[src/rtl/branch_resolve_unit.sv]
// branch_resolve_unit: EX-stage branch/jump resolver. It evaluates RV32
// conditional branches, JAL and JALR, checks the outcome against the
// front-end prediction and issues a registered one-cycle redirect. It also
// keeps a 2-bit bimodal BHT for IF-stage lookup and saturating statistics.
module branch_resolve_unit #(
  parameter int XLEN         = 32,
  parameter int BHT_IDX_BITS = 6,
  parameter int CNT_W        = 32
) (
  input  logic             clk,
  input  logic             reset,
  input  logic [XLEN-1:0]  if_pc,
  output logic             if_pred_taken,
  input  logic             ex_valid,
  input  logic             ex_is_branch,
  input  logic             ex_is_jal,
  input  logic             ex_is_jalr,
  input  logic [2:0]       ex_funct3,
  input  logic [XLEN-1:0]  ex_rs1,
  input  logic [XLEN-1:0]  ex_rs2,
  input  logic [XLEN-1:0]  ex_pc,
  input  logic [XLEN-1:0]  ex_imm,
  input  logic             ex_pred_taken,
  output logic             redirect_valid,
  output logic [XLEN-1:0]  redirect_pc,
  output logic             resolved_taken,
  output logic             illegal_branch,
  output logic [CNT_W-1:0] branch_count,
  output logic [CNT_W-1:0] mispredict_count
);

  localparam int BHT_N = 1 << BHT_IDX_BITS;

  // BHT storage: 2-bit counters, MSB is the prediction
  logic [1:0] bht_q [BHT_N];

  logic [BHT_IDX_BITS-1:0] if_idx, ex_idx;
  logic                    if_pc_unused;

  logic             redirect_valid_q, redirect_valid_d;
  logic [XLEN-1:0]  redirect_pc_q, redirect_pc_d;
  logic             resolved_taken_q, resolved_taken_d;
  logic             illegal_q, illegal_d;
  logic [CNT_W-1:0] br_cnt_q, br_cnt_d;
  logic [CNT_W-1:0] mis_cnt_q, mis_cnt_d;

  logic [2:0]      type_sel;
  logic            one_hot, accept;
  logic            illegal_f3, br_cond, taken, mispredict;
  logic [XLEN-1:0] br_target, jalr_sum, target, fallthrough, next_pc;
  logic            bht_we;
  logic [1:0]      bht_cur, bht_nxt;

  // Word-aligned PC bits index the table; the rest of if_pc is not needed
  assign if_idx        = if_pc[BHT_IDX_BITS+1:2];
  assign ex_idx        = ex_pc[BHT_IDX_BITS+1:2];
  assign if_pc_unused  = ^{if_pc[XLEN-1:BHT_IDX_BITS+2], if_pc[1:0]};
  assign if_pred_taken = bht_q[if_idx][1];

  // Resolve condition, target and mispredict for the EX-slot instruction
  always_comb begin
    type_sel   = {ex_is_branch, ex_is_jal, ex_is_jalr};
    one_hot    = (type_sel == 3'b100) || (type_sel == 3'b010) || (type_sel == 3'b001);
    // The EX slot is wrong-path while a redirect is on the wire
    accept     = ex_valid & ~redirect_valid_q & one_hot;
    illegal_f3 = ex_is_branch & (ex_funct3[2:1] == 2'b01);

    br_cond = 1'b0;
    case (ex_funct3)
      3'b000:  br_cond = (ex_rs1 == ex_rs2);
      3'b001:  br_cond = (ex_rs1 != ex_rs2);
      3'b100:  br_cond = ($signed(ex_rs1) <  $signed(ex_rs2));
      3'b101:  br_cond = ($signed(ex_rs1) >= $signed(ex_rs2));
      3'b110:  br_cond = (ex_rs1 <  ex_rs2);
      3'b111:  br_cond = (ex_rs1 >= ex_rs2);
      default: br_cond = 1'b0;
    endcase

    // Jumps are unconditionally taken
    taken       = ex_is_branch ? br_cond : 1'b1;
    br_target   = ex_pc + ex_imm;
    jalr_sum    = ex_rs1 + ex_imm;
    fallthrough = ex_pc + XLEN'(4);
    target      = ex_is_jalr ? {jalr_sum[XLEN-1:1], 1'b0} : br_target;
    next_pc     = taken ? target : fallthrough;

    // JALR has no target prediction, so it always redirects
    if (ex_is_branch)   mispredict = (taken != ex_pred_taken);
    else if (ex_is_jal) mispredict = ~ex_pred_taken;
    else                mispredict = 1'b1;
  end

  // Next-state for output registers and statistics counters
  always_comb begin
    redirect_valid_d = accept & mispredict;
    illegal_d        = accept & illegal_f3;
    redirect_pc_d    = accept ? next_pc : redirect_pc_q;
    resolved_taken_d = accept ? taken : resolved_taken_q;
    br_cnt_d         = br_cnt_q;
    mis_cnt_d        = mis_cnt_q;
    if (accept && ex_is_branch && (br_cnt_q != '1))
      br_cnt_d = br_cnt_q + CNT_W'(1);
    if (accept && mispredict && (mis_cnt_q != '1))
      mis_cnt_d = mis_cnt_q + CNT_W'(1);
  end

  // BHT counter update: only legal, accepted conditional branches train it
  always_comb begin
    bht_we  = accept & ex_is_branch & ~illegal_f3;
    bht_cur = bht_q[ex_idx];
    bht_nxt = bht_cur;
    if (taken) begin
      if (bht_cur != 2'b11) bht_nxt = bht_cur + 2'b01;
    end else begin
      if (bht_cur != 2'b00) bht_nxt = bht_cur - 2'b01;
    end
  end

  // Output and counter registers
  always_ff @(posedge clk) begin
    if (reset) begin
      redirect_valid_q <= 1'b0;
      redirect_pc_q    <= '0;
      resolved_taken_q <= 1'b0;
      illegal_q        <= 1'b0;
      br_cnt_q         <= '0;
      mis_cnt_q        <= '0;
    end else begin
      redirect_valid_q <= redirect_valid_d;
      redirect_pc_q    <= redirect_pc_d;
      resolved_taken_q <= resolved_taken_d;
      illegal_q        <= illegal_d;
      br_cnt_q         <= br_cnt_d;
      mis_cnt_q        <= mis_cnt_d;
    end
  end

  // BHT array: reset to weakly not-taken; IF reads see the pre-update value
  always_ff @(posedge clk) begin
    if (reset) begin
      for (int i = 0; i < BHT_N; i++) bht_q[i] <= 2'b01;
    end else if (bht_we) begin
      bht_q[ex_idx] <= bht_nxt;
    end
  end

  assign redirect_valid   = redirect_valid_q;
  assign redirect_pc      = redirect_pc_q;
  assign resolved_taken   = resolved_taken_q;
  assign illegal_branch   = illegal_q;
  assign branch_count     = br_cnt_q;
  assign mispredict_count = mis_cnt_q;

endmodule

[config.mk]
export PLATFORM = sky130hd
export DESIGN_NAME = branch_resolve_unit
export DESIGN_NICKNAME = d
export VERILOG_FILES = /design/src/rtl/branch_resolve_unit.sv
export SDC_FILE = /design/constraint.sdc
export NUM_CORES = 1
export LEC_CHECK = 0
export BUFFER_PORTS_ARGS = -buffer_cell sky130_fd_sc_hd__clkbuf_2
export CAP_MARGIN = 10
export CELL_PAD_IN_SITES_DETAIL_PLACEMENT = 0
export CELL_PAD_IN_SITES_GLOBAL_PLACEMENT = 2
export CORE_MARGIN = 1.5
export CORE_UTILIZATION = 31
export DETAILED_ROUTE_END_ITERATION = 7
export PLACE_DENSITY_LB_ADDON = 0.05
export SLEW_MARGIN = 10
export SYNTH_ARGS = -nofsm -noshare
export SYNTH_HDL_FRONTEND = slang
export SYNTH_SLANG_ARGS = --single-unit
[constraint.sdc]
create_clock -name clk -period 2.98 [get_ports clk]
set_input_delay 0.298 -clock clk [delete_from_list [all_inputs] [get_ports clk]]
set_output_delay 0.298 -clock clk [all_outputs]
set_load 0.02 [all_outputs]
==> results of run 1 <==
final cells by class:
type	count	area share [%]
antenna	2	0.0239
clock buffer	38	3.47
clock inverter	10	0.335
inverter	67	1.21
multi-input combinational	1390	46.0
sequential	227	27.8
tap	672	4.02
timing repair buffer	518	17.2
tightest hold or removal path: stages:
cell and delay [ps]:
clkbuf_2 120, nand2b_1 120, nor2_1 60
report_power, final:
| group | total [µW] | internal (µW) | switching (µW) | leakage, µW |
|---|---|---|---|---|
| Combinational | 2380 | 1070 | 1320 | 0.00600 |
| Clock | 3120 | 1770 | 1350 | 0.000392 |
| Sequential | 3430 | 3370 | 57.6 | 0.00191 |
| Total | 8930 | 6210 | 2720 | 0.00830 |
metal layers:
| layer | wire length (µm) | part of all wire (%) |
|---|---|---|
| met5 | 13 | 0.022 |
| met4 | 1120 | 1.9 |
| met3 | 3160 | 5.3 |
| met2 | 27500 | 46 |
| met1 | 27500 | 46 |
flip-flops by register name, summed over array words and instances, names as in the netlist:
signal / flops
mispredict_count: 32
resolved_taken: 1
redirect_valid: 1
bht_q: 128
redirect_pc: 32
illegal_branch: 1
branch_count: 32
per-stage QoR:
stage	total power (µW)	hold slack, ps	TNS [ps]
floorplan	4740	467	0
global placement	5720	442	-167400
detailed placement	5730	447	-158250
CTS	8870	79.0	-27.0
global route	9360	99.2	-379
finish	8930	104	0
worst max path at each step:
stage,depth (start not counted),slack [ps],startpoint,endpoint
finish,4,20,bht_q[63][1],if_pred_taken
global route,15,-50,ex_rs2[17],mispredict_count[29]
CTS,4,-20,bht_q[59][1],if_pred_taken
floorplan,14,2,ex_rs2[19],mispredict_count[21]
global placement,12,-980,ex_rs1[1],mispredict_count[20]
detailed placement,12,-950,ex_rs1[1],mispredict_count[19]
cell families after synthesis:
logic type	after synthesis	share of synthesized area (%)
simple gates	694	21.9
compound gates	448	18.6
flops	227	37.1
buf+inv	172	4.47
xor+xnor	109	6.07
fa+ha+maj	100	8.02
mux	33	3.86
cell usage after synthesis, types with 15 or more instances:
library cell | instances | share of area, %
dfxtp_1 | 99 | 13
a22oi_1 | 43 | 2.1
xor2_1 | 53 | 3.0
nor3_1 | 53 | 1.7
nand2b_1 | 44 | 1.8
nand3_1 | 99 | 3.2
and3_1 | 19 | 0.76
or2_2 | 19 | 0.76
nand2_1 | 177 | 4.2
a21oi_1 | 128 | 4.1
edfxtp_1 | 128 | 24
nand4_1 | 39 | 1.6
a21o_1 | 37 | 1.8
or3_1 | 27 | 1.1
inv_1 | 67 | 1.6
o21ai_0 | 80 | 2.5
mux4_2 | 21 | 3.0
buf_2 | 22 | 0.70
ha_1 | 96 | 7.6
nor2_1 | 151 | 3.6
a31oi_1 | 19 | 0.76
a211oi_1 | 15 | 0.72
clkbuf_1 | 73 | 1.7
xnor2_1 | 56 | 3.1
timing repair:
item                       4_1_cts  5_1_grt
resized for setup                7       70
cloned                           1        9
buffers inserted                 1        6
hold buffers                     0        0
setup endpoints to repair      190      161
pin swaps                        1       22
==> results.sh, run 1 <==
export IMPL_status="finished, final reports clean"
export IMPL_cp_max_fo=2
export IMPL_peakVddDrop_mv=0.322
export IMPL_cts_tree="done"
export IMPL_clockBufferDepth=3
export IMPL_power_density_nw_per_um2=427
export IMPL_max_stage_delay_ps=540
export IMPL_syn_mean_instance_area_um2=8.82
export IMPL_max_cap_viol_count=0
export IMPL_cts_made_buffers=27
export IMPL_cts_sinks=227
export IMPL_drt_initial_drc_count=927
export IMPL_core_area_um2=50100
export IMPL_period_needed_ps=2960
export IMPL_min_path_type="primary input to register"
export IMPL_ys_types=78
export IMPL_drv_slew=0
export IMPL_rrSetupSlack_ps=130
export IMPL_via_count=15367
export IMPL_critPathBufInv=1
export IMPL_crit_top_cell="mux4_2"
export IMPL_fmax_mhz=337
export IMPL_grt_use_met2_pct=35.7
export IMPL_syn_nets=2051
export IMPL_worstHoldPathCells=3
export IMPL_fin_util_pct=41.8
export IMPL_fp_dieW_um=228
export IMPL_detail_route_wl_per_cell_um=20.3
export IMPL_multi_input_area_um2=9620
export IMPL_cp_data_required_time_ps=2680
export IMPL_postPlaceCellArea_um2=19600
export IMPL_place_inst=2857
export IMPL_grt_util_met1_pct=29.4
export IMPL_async_flop_share_pct=0
export IMPL_crit_chain="mux4_2 -> mux4_2 -> mux4_2 -> buf_6"
export IMPL_area_delta_synth_final_pct=33.2
export IMPL_final_nets=2499
export IMPL_layout_commonest_cell="buf_4"
export IMPL_hold_viol=0
export IMPL_worst_setup_path_start_kind="register"
export IMPL_postSynthCellCount=1783
export IMPL_drt_wl_total_mm=59.3
export IMPL_htree_levels=1
export IMPL_fillCellCount=5236
export IMPL_stdcell_area_um2=20900
export IMPL_grt_pass1_wl_mm=88.0
export IMPL_antenna_left=0
export IMPL_min_to="illegal_branch"
export IMPL_antenna_found_initial=3
export IMPL_busiest_layer="met2"
export IMPL_root_buffer="clkbuf_16"
export IMPL_yosysSeqAreaShare_pct=37.1
export IMPL_ys_ff_latch=227
export IMPL_rr_worst_depth=9
export IMPL_final_cell_count_no_fill=2924
export IMPL_rsz0062_at_grt="true"
export IMPL_finalSetupViolations=0
export IMPL_maxSlewHeadroom_pct=34.5
export IMPL_rows=82
export IMPL_crit_family="multiplexers"
export IMPL_drc=0
export IMPL_worst_slack_ps=17.0
export IMPL_grt_max_degree=86
export IMPL_tightest_slew_ps=982
export IMPL_path_class="register to output pin"
export IMPL_drive_gt1_share_pct=29.5
export IMPL_grt_util_met3_pct=3.91
export IMPL_p_leak_uw=0.00830
export IMPL_r2r_end="bht_q[56][1]"
export IMPL_final_cell_mix="buf_4 (255), clkbuf_2 (233), nand2_1 (177)"
export IMPL_arrival_ps=2670
export IMPL_synth_edf_count=128
export IMPL_gp_congestion=0.863
export IMPL_die_y_um=228
export IMPL_place_worst_setup_slack_ps=-949
export IMPL_grt_pass1_vias=14986
export IMPL_grtUsageTotal_pct=21.6
export IMPL_min_period_over_period_pct=99.4
export IMPL_slowest_stage="mux4_2"
export IMPL_overflow=0
export IMPL_dieArea_um2=52100
export IMPL_yosysWarnings=0
export IMPL_firstDrtPassIters=5
export IMPL_fin_skew_ps=9.26
export IMPL_synthFlopType="edfxtp_1"
export IMPL_vias_per_cell=5.26
export IMPL_register_area_um2=5830
export IMPL_dpl_hpwl_mm=44.2
export IMPL_netlist_area_um2=15700
export IMPL_worstSkewPairLatency_ps=540
export IMPL_clk_pin_slew_ps=60
export IMPL_hp_start="ex_funct3[1]"
export IMPL_port_buffers=243
export IMPL_io_pin_count=270
export IMPL_r2r_start="bht_q[21][1]"
export IMPL_initial_core_util_pct=31.4
export IMPL_critPathCaptureType="output pin"
Note: power is estimated with default switching activity, not from simulation.
==> run 2, diff against run 1 <==
--- a/config.mk
+++ b/config.mk
@@ -5,12 +5,13 @@
 export SDC_FILE = /design/constraint.sdc
 export NUM_CORES = 1
 export LEC_CHECK = 0
+export ABC_AREA = 1
 export BUFFER_PORTS_ARGS = -buffer_cell sky130_fd_sc_hd__clkbuf_2
 export CAP_MARGIN = 10
 export CELL_PAD_IN_SITES_DETAIL_PLACEMENT = 0
 export CELL_PAD_IN_SITES_GLOBAL_PLACEMENT = 2
 export CORE_MARGIN = 1.5
-export CORE_UTILIZATION = 31
+export CORE_UTILIZATION = 29
 export DETAILED_ROUTE_END_ITERATION = 7
 export PLACE_DENSITY_LB_ADDON = 0.05
 export SLEW_MARGIN = 10
==> results.sh, run 2 <==
export IMPL_cts_resized=0
export IMPL_slowest_stage="nor4_1"
export IMPL_dpl_hpwl_mm=55.5
export IMPL_antenna_found_initial=1
export IMPL_area_delta_synth_final_pct=21.1
export IMPL_cts_sinks=227
export IMPL_drt_initial_drc_count=1199
export IMPL_grtUsageTotal_pct=22.3
export IMPL_top_register="bht_q"
export IMPL_io_pin_count=270
export IMPL_vias_per_cell=4.93
export IMPL_path_class="register to register"
export IMPL_max_cap_viol_count=0
export IMPL_fp_dieW_um=249
export IMPL_antenna_left=0
export IMPL_worstHoldPathCells=3
export IMPL_die_y_um=249
export IMPL_synth_edf_count=128
export IMPL_yosysMostFrequentCell="nand2_1"
export IMPL_min_path_type="primary input to register"
export IMPL_grt_pass1_wl_mm=107
export IMPL_critPathCaptureType="register"
export IMPL_ctsHoldBuffers=0
export IMPL_crit_top_cell="inv_1"
export IMPL_worstSkewPairLatency_ps=590
export IMPL_place_worst_setup_slack_ps=-76.7
export IMPL_syn_mean_instance_area_um2=6.81
export IMPL_cts_made_buffers=29
export IMPL_overflow=0
export IMPL_synthFlopType="edfxtp_1"
export IMPL_ys_ff_latch=227
export IMPL_via_count=18102
export IMPL_crit_chain="ha_1 -> inv_1 -> nor4_1 -> inv_1 -> nor3_1 -> a21oi_2 -> buf_4 -> nand2_1 -> nor2_1 -> inv_1 -> nor3_1 -> nand3_1 -> o21ai_0 -> a21oi_1"
export IMPL_tightest_slew_ps=876
export IMPL_cp_data_required_time_ps=3460
export IMPL_p_leak_uw=0.00904
export IMPL_cts_setup_buffers=0
export IMPL_synth_top_area_share_pct=21.9
export IMPL_cp_max_fo=22
export IMPL_drive_gt1_share_pct=14.9
export IMPL_syn_nets=2844
export IMPL_yosysSeqAreaShare_pct=33.2
export IMPL_place_inst=3616
export IMPL_power_density_nw_per_um2=436
export IMPL_grt_pass1_vias=17587
export IMPL_rsz0062_at_grt="false"
export IMPL_fin_util_pct=35.7
export IMPL_maxSlewHeadroom_pct=41.6
export IMPL_arrival_ps=3140
export IMPL_drc=0
export IMPL_htree_levels=1
export IMPL_r2r_end="branch_count[11]"
export IMPL_r2r_start="branch_count[0]"
export IMPL_worst_setup_path_start_kind="register"
export IMPL_core_area_um2=59500
export IMPL_status="finished, final reports clean"
export IMPL_firstDrtPassIters=7
export IMPL_drv_slew=0
export IMPL_detail_route_wl_per_cell_um=19.3
export IMPL_root_buffer="clkbuf_16"
export IMPL_largest_reg_flops=128
export IMPL_netlist_area_um2=17500
export IMPL_period_needed_ps=2660
export IMPL_initial_core_util_pct=29.5
export IMPL_gp_congestion=0.902
export IMPL_port_buffers=243
export IMPL_hp_start="ex_is_branch"
export IMPL_drt_wl_total_mm=70.7
export IMPL_min_to="illegal_branch"
export IMPL_netlist_top_cells_area="edfxtp_1 (22%), nand2_1 (14%), dfxtp_1 (11%), nor2_1 (7.1%), ha_1 (6.8%)"
export IMPL_hold_viol=0
export IMPL_peakVddDrop_mv=0.358
export IMPL_fin_tns_setup_ps=0
export IMPL_holdWs_ps=63.2
export IMPL_rr_worst_depth=14
export IMPL_final_nets=3142
export IMPL_rrSetupSlack_ps=320
export IMPL_async_flop_share_pct=0
export IMPL_final_cell_mix="nand2_1 (650), nor2_1 (334), inv_1 (312)"
export IMPL_layout_commonest_cell="nand2_1"
export IMPL_finalSetupViolations=0
export IMPL_fin_skew_ps=51.7
export IMPL_yosysWarnings=0
export IMPL_ys_types=54
export IMPL_fmax_mhz=376
export IMPL_synth_top_area_cell="edfxtp_1"
export IMPL_clockBufferDepth=3
export IMPL_grt_max_degree=93
export IMPL_final_cell_count_no_fill=3671
export IMPL_cts_tree="done"
export IMPL_synth_common_cells="nand2_1 (650), nor2_1 (334), inv_1 (313)"
export IMPL_worst_slack_ps=321
export IMPL_dieArea_um2=62000
export IMPL_postSynthCellCount=2576
export IMPL_max_stage_delay_ps=480
export IMPL_min_period_over_period_pct=89.2
export IMPL_rows=89
export IMPL_clk_pin_slew_ps=60
## run 2: cell count changes in the layout (fill, tap and decap cells not counted), sizes merged, moves of 34 or more
| cell | change |
|---|---|
| a21oi | +79 |
| buf | -173 |
| inv | +258 |
| nand2 | +478 |
| nand2b | -44 |
| nand3 | +34 |
| nor2 | +193 |
| o21ai | +65 |
## run 2: layer usage
| metal | global-route usage [%] | share of wire, % |
|---|---|---|
| met1 | 28.7 | 44 |
| met3 | 2.32 | 4.1 |
| met2 | 40.1 | 49 |
| met5 | 0 | 0 |
| met4 | 4.75 | 2.0 |
## run 2: final cells by class
cell class	instances	area (µm²)
fill	6498	38200
multi-input combinational	1941	10100
sequential	227	5830
timing repair buffer	350	2190
inverter	325	1220
tap	773	967
clock buffer	35	768
clock inverter	19	194
antenna	1	2.50
## run 2: worst max path at each step
| stage | startpoint | endpoint | slack (ps) | cells past startpoint |
|---|---|---|---|---|
| after floorplan | ex_rs2[31] | bht_q[10][1] | 540 | 16 |
| after global placement | ex_rs2[7] | redirect_pc[30] | -50 | 21 |
| after detailed placement | ex_rs2[7] | bht_q[56][0] | -80 | 19 |
| after CTS | branch_count[0] | branch_count[31] | 330 | 10 |
| after global routing | branch_count[0] | branch_count[11] | 10 | 14 |
| final | branch_count[0] | branch_count[11] | 320 | 14 |
## run 2: logic make-up after synthesis
logic type / count (synthesis) / share of synthesized area, %
AOI/OAI and AO/OA: 479 / 15.5
DFF: 227 / 33.2
adders and majority gates: 98 / 7.07
buffers and inverters: 408 / 9.38
xor gates and xnor gates: 90 / 4.49
and+or+nand+nor: 1274 / 30.3
## run 2: power by group
group	internal [µW]	switching (µW)	total, µW
logic	770	1500	2270
registers	3380	54.7	3430
clock network	2100	1450	3550
## run 2: worst max-delay path: cells and delay by family, from the launching register on
| kind | cells | cell delay, ps |
|---|---|---|
| simple gates | 6 | 1100 |
| compound gates | 3 | 310 |
| flops | 1 | 330 |
| fa+ha+maj | 1 | 210 |
| buf+inv | 4 | 620 |
## run 2: stage by stage
| stage | power (µW) | cell area [µm²] |
|---|---|---|
| after global routing | 9750 | 21200 |
| after floorplan | 4840 | 17500 |
| after CTS | 9400 | 21200 |
| after detailed placement | 5790 | 20300 |
| final | 9260 | 21200 |
| after global placement | 5780 | 20300 |
